File: src/rtl/count_arbiter_pkg.sv
// Shared types and constants for the count_arbiter round-robin burst sequencer.
package count_arbiter_pkg;

  typedef enum logic [1:0] {
    StIdle = 2'd0,
    StRun  = 2'd1,
    StDone = 2'd2
  } state_e;

  localparam logic Req0 = 1'b0;
  localparam logic Req1 = 1'b1;

  function automatic logic [1:0] id_to_gnt(input logic id);
    return id ? 2'b10 : 2'b01;
  endfunction

endpackage

File: src/rtl/count_arbiter_up_counter.sv
// 2-bit wrapping up counter; advances on every edge where x is high.
module up_counter (
  input  logic       clk,
  input  logic       rst,
  input  logic       x,
  output logic [1:0] state
);

  always_ff @(posedge clk) begin
    if (!rst) begin
      state <= 2'd0;
    end else if (x) begin
      state <= state + 2'd1;
    end
  end

endmodule

File: src/rtl/count_arbiter.sv
// Round-robin arbiter granting one of two requesters a burst of len steps on a
// shared 2-bit counter, then pulsing done.
module count_arbiter
  import count_arbiter_pkg::*;
#(
  parameter int unsigned LEN_W = 4
) (
  input  logic             clk,
  input  logic             rst,
  input  logic [1:0]       req,
  input  logic [LEN_W-1:0] len0,
  input  logic [LEN_W-1:0] len1,
  output logic [1:0]       gnt,
  output logic             busy,
  output logic             x,
  output logic [1:0]       count,
  output logic             done,
  output logic             done_id
);

  state_e           state_q, state_d;
  logic [LEN_W-1:0] rem_q, rem_d;
  logic             last_q, last_d;
  logic             cur_q, cur_d;
  logic [1:0]       gnt_q, gnt_d;
  logic             busy_q, busy_d;
  logic             x_q, x_d;
  logic             done_q, done_d;
  logic             done_id_q, done_id_d;

  logic             win;
  logic [LEN_W-1:0] win_len;

  // On contention the requester not served last wins.
  assign win     = (req == 2'b11) ? ~last_q : (req[1] ? Req1 : Req0);
  assign win_len = win ? len1 : len0;

  always_comb begin
    state_d   = state_q;
    rem_d     = rem_q;
    last_d    = last_q;
    cur_d     = cur_q;
    gnt_d     = gnt_q;
    x_d       = 1'b0;
    done_d    = 1'b0;
    done_id_d = 1'b0;
    unique case (state_q)
      StIdle: begin
        if (req != 2'b00) begin
          cur_d = win;
          rem_d = win_len;
          gnt_d = id_to_gnt(win);
          if (win_len != '0) begin
            state_d = StRun;
            x_d     = 1'b1;
          end else begin
            state_d   = StDone;
            done_d    = 1'b1;
            done_id_d = win;
          end
        end
      end
      StRun: begin
        rem_d = rem_q - LEN_W'(1);
        if (rem_q == LEN_W'(1)) begin
          state_d   = StDone;
          done_d    = 1'b1;
          done_id_d = cur_q;
        end else begin
          x_d = 1'b1;
        end
      end
      StDone: begin
        last_d  = cur_q;
        gnt_d   = 2'b00;
        state_d = StIdle;
      end
      default: begin
        gnt_d   = 2'b00;
        state_d = StIdle;
      end
    endcase
    busy_d = (state_d != StIdle);
  end

  always_ff @(posedge clk) begin
    if (!rst) begin
      state_q   <= StIdle;
      rem_q     <= '0;
      last_q    <= Req1;
      cur_q     <= Req0;
      gnt_q     <= 2'b00;
      busy_q    <= 1'b0;
      x_q       <= 1'b0;
      done_q    <= 1'b0;
      done_id_q <= 1'b0;
    end else begin
      state_q   <= state_d;
      rem_q     <= rem_d;
      last_q    <= last_d;
      cur_q     <= cur_d;
      gnt_q     <= gnt_d;
      busy_q    <= busy_d;
      x_q       <= x_d;
      done_q    <= done_d;
      done_id_q <= done_id_d;
    end
  end

  up_counter u_counter (
    .clk  (clk),
    .rst  (rst),
    .x    (x_q),
    .state(count)
  );

  assign gnt     = gnt_q;
  assign busy    = busy_q;
  assign x       = x_q;
  assign done    = done_q;
  assign done_id = done_id_q;

endmodule

File: config.mk
export PLATFORM = sky130hd
export DESIGN_NAME = count_arbiter
export DESIGN_NICKNAME = d
export VERILOG_FILES = /design/src/rtl/count_arbiter_pkg.sv /design/src/rtl/count_arbiter_up_counter.sv /design/src/rtl/count_arbiter.sv
export SDC_FILE = /design/constraint.sdc
export NUM_CORES = 1
export LEC_CHECK = 0
export BUFFER_PORTS_ARGS = -buffer_cell sky130_fd_sc_hd__buf_4
export CORE_MARGIN = 4
export CORE_UTILIZATION = 50
export DETAILED_ROUTE_END_ITERATION = 10
export PLACE_DENSITY_LB_ADDON = 0.25
export SETUP_SLACK_MARGIN = 0.2
export SLEW_MARGIN = 30
export SYNTH_ARGS = -nofsm -noshare
export SYNTH_HDL_FRONTEND = slang
export SYNTH_SLANG_ARGS = --single-unit
File: constraint.sdc
create_clock -name clk -period 1.9 [get_ports clk]
set_clock_uncertainty 0.05 [all_clocks]
set_input_delay 0.38 -clock clk [delete_from_list [all_inputs] [get_ports clk]]
set_output_delay 0.38 -clock clk [all_outputs]
set_load 0.1 [all_outputs]
==> metrics.cfg <==
[synth]
synth_cell_type_count=32
syn_avg_cell_area_um2=9.47
netlist_top_cells_count=16 x dfxtp_1, 10 x nor2_1, 6 x a21oi_1, 5 x mux2i_1
ys_seq_area_share_pct=40.3
ys.flop_type=dfxtp_1
synth_area_um2=796
yosysMostFrequentCell=dfxtp_1
synth_top_cell_area_share_pct=40.3
async_flop_share_pct=0
synth_area_leader_cell=dfxtp_1
synthTopCellsByArea=dfxtp_1 40%, mux2i_1 6.3%, nor2_1 4.7%
synth-edff-count=0
synth_seq_cells=16
synthesis.instances=84
yosysWarnings=0
synth_nets=98

[clock_tree]
cts_buffers=3
insertion_delay_ns=0.28
cts_root_buffer=clkbuf_4
post-cts-setup-buffer-count=0
cts_tree=yes
cts_sinks=16
max-clock-path-buffers=2
ctsHoldBuffers=0
h-tree-depth=1
clkTransAtPathRegs_ns=0.09
cts.repair.resized=0

[global_route]
grt_max_degree=12
met3_usage_pct=5.64
top_usage_layer=met2
use_met1_pct=19.8
grt-ovfl-total=0
antenna_found_initial=0
grt_usage_pct=17.0
met2_usage_pct=28.8
grt_pass1_vias=641
grt_pass1_wl_um=2680

[setup_path]
crit_path_max_fanout=7
slowest_stage=dfxtp_1
crit_family=compound AO/OA/AOI/OAI gates
path_cells=a21boi_4 > mux2_4 > a22oi_2 > nor2_1
reg2reg_from=last_q$_SDFFE_PN1N_
crit_buf_inv=0
crit_type=flop to flop
crit_required_ns=2.03
cp_slowest_stage_delay_ns=0.35
crit_path_start_kind=flop
crit_path_start=last_q$_SDFFE_PN1N_
crit_path_end_kind=flop
cp.arrival_ns=1.53

[place]
dp_hpwl_um=1260
io_buffers=19
dpl_worst_slack_ns=0.312
gp_congestion=0.790

[layout]
multiInputGateArea_um2=440
final_nets=119
diodes=0
area_growth_pct=22.0
fillers=132
regArea_um2=320
drive_above_1_share_pct=28.8

[detailed_routing]
wl_per_cell_um=14.0
drtAntennaViolNets=0
drt-total-wl_um=1680
drc_errors=0
vias=666
dr.pass1.iters=4
viasPerCell=5.55
drtIter0Drc=8

[sta]
max_slew.worst_pin.slew_ns=0.436
relSlewSlack_pct=70.8
fin_crit_sh_pct=73.7
timing.final.hold_violations=0
fin_crit_ns=1.40
grt_setup_unrepaired=no
fmax_mhz=714
finalSetupTns_ns=0
holdWs_ns=0.322
finalMaxSlewViolations=0
fin_ws_ns=0.500
final-setup-viol-count=0

[pwr]
power_density_nw_per_um2=986
p_leak_nw=0.412
vdd_drop_max_v=0.000551

[status]
status=finished clean

[min_path]
hp-start=rst
hold_path.class=primary input to flop

[flow_run]
cap_violations=0

[die]
initial_utilization_pct=52.8
chipHeight_um=47.9
rows=14
die_area_um2=2290
die_w_um=47.9
core_um2=1510
ios=20

layout make-up:
class	count	share of cell area [%]
sequential	16	33.0
tap	16	2.06
multi-input combinational	62	45.4
inverter	3	1.16
clock buffer	4	3.74
timing repair buffer	19	14.7
worst paths after layout:
kind,to,slack (ns),cells past startpoint
hold reg to reg,gnt[1]$_SDFFE_PN0P_,0.44,2
hold / removal,last_q$_SDFFE_PN1N_,0.32,2
setup reg to reg,done$_SDFF_PN0_,0.50,4
setup / recovery,done$_SDFF_PN0_,0.50,4
layer usage:
metal / part of all wire [%] / up-vias
met5: 0 / -
met4: 0.48 / 0
met3: 4.4 / 2
met2: 49 / 9
met1: 46 / 319
li1: - / 336
cell families after synthesis:
family                     count (synthesis)  share of synthesized area, %
adders and majority gates                  2                          3.14
and+or+nand+nor                           33                          23.9
xor gates and xnor gates                   3                          3.30
muxes                                      6                          8.18
AOI/OAI and AO/OA                         18                          16.8
buffers and inverters                      6                          4.40
DFF                                       16                          40.3
through the flow:
stage	cells	power [mW]	utilization, %	area, um2
finish	120	0.957	64.5	971
CTS	120	0.967	64.5	971
global route	120	1.01	64.5	971
global placement	116	0.728	62.0	935
floorplan	84	0.664	-	796
detailed placement	116	0.737	62.0	935
where the power goes:
| part | internal (mW) | leakage, nW | switching (mW) | total [mW] |
|---|---|---|---|---|
| Clock | 0.117 | 0.0210 | 0.108 | 0.224 |
| Combinational | 0.114 | 0.259 | 0.209 | 0.323 |
| Sequential | 0.371 | 0.132 | 0.0385 | 0.410 |
layout by cell type, fill, tap and decap left out:
cell,n
nor4_1,2
or3_4,1
o2bb2ai_1,1
mux2i_1,5
nor3b_1,2
nand2b_4,1
ha_1,2
o221ai_1,1
xor2_1,1
clkbuf_8,1
a32oi_1,1
a21boi_4,1
and2_1,4
nor2_1,10
o21ai_0,3
a22oi_2,1
o32ai_1,1
o21a_1,2
a21oi_1,6
buf_4,19
nor3b_2,1
nor2b_1,3
nand2b_1,2
nor3_1,2
dfxtp_1,16
xnor2_1,2
a22oi_1,1
clkbuf_4,3
nor2_2,1
mux2_4,1
inv_1,3
nand2_1,4
worst register-to-register path: stages (launching register included):
cell      delay [ns]
dfxtp_1         0.35
a21boi_4        0.29
mux2_4          0.35
a22oi_2         0.21
nor2_1          0.06
sequential cells by signal, summed over array words and instances, names as in the netlist:
register,count
busy,1
cur_q,1
done,1
done_id,1
gnt,2
last_q,1
rem_q,4
state_q,2
u_counter.state,2
x,1
Note: power is estimated with default switching activity, not from simulation.
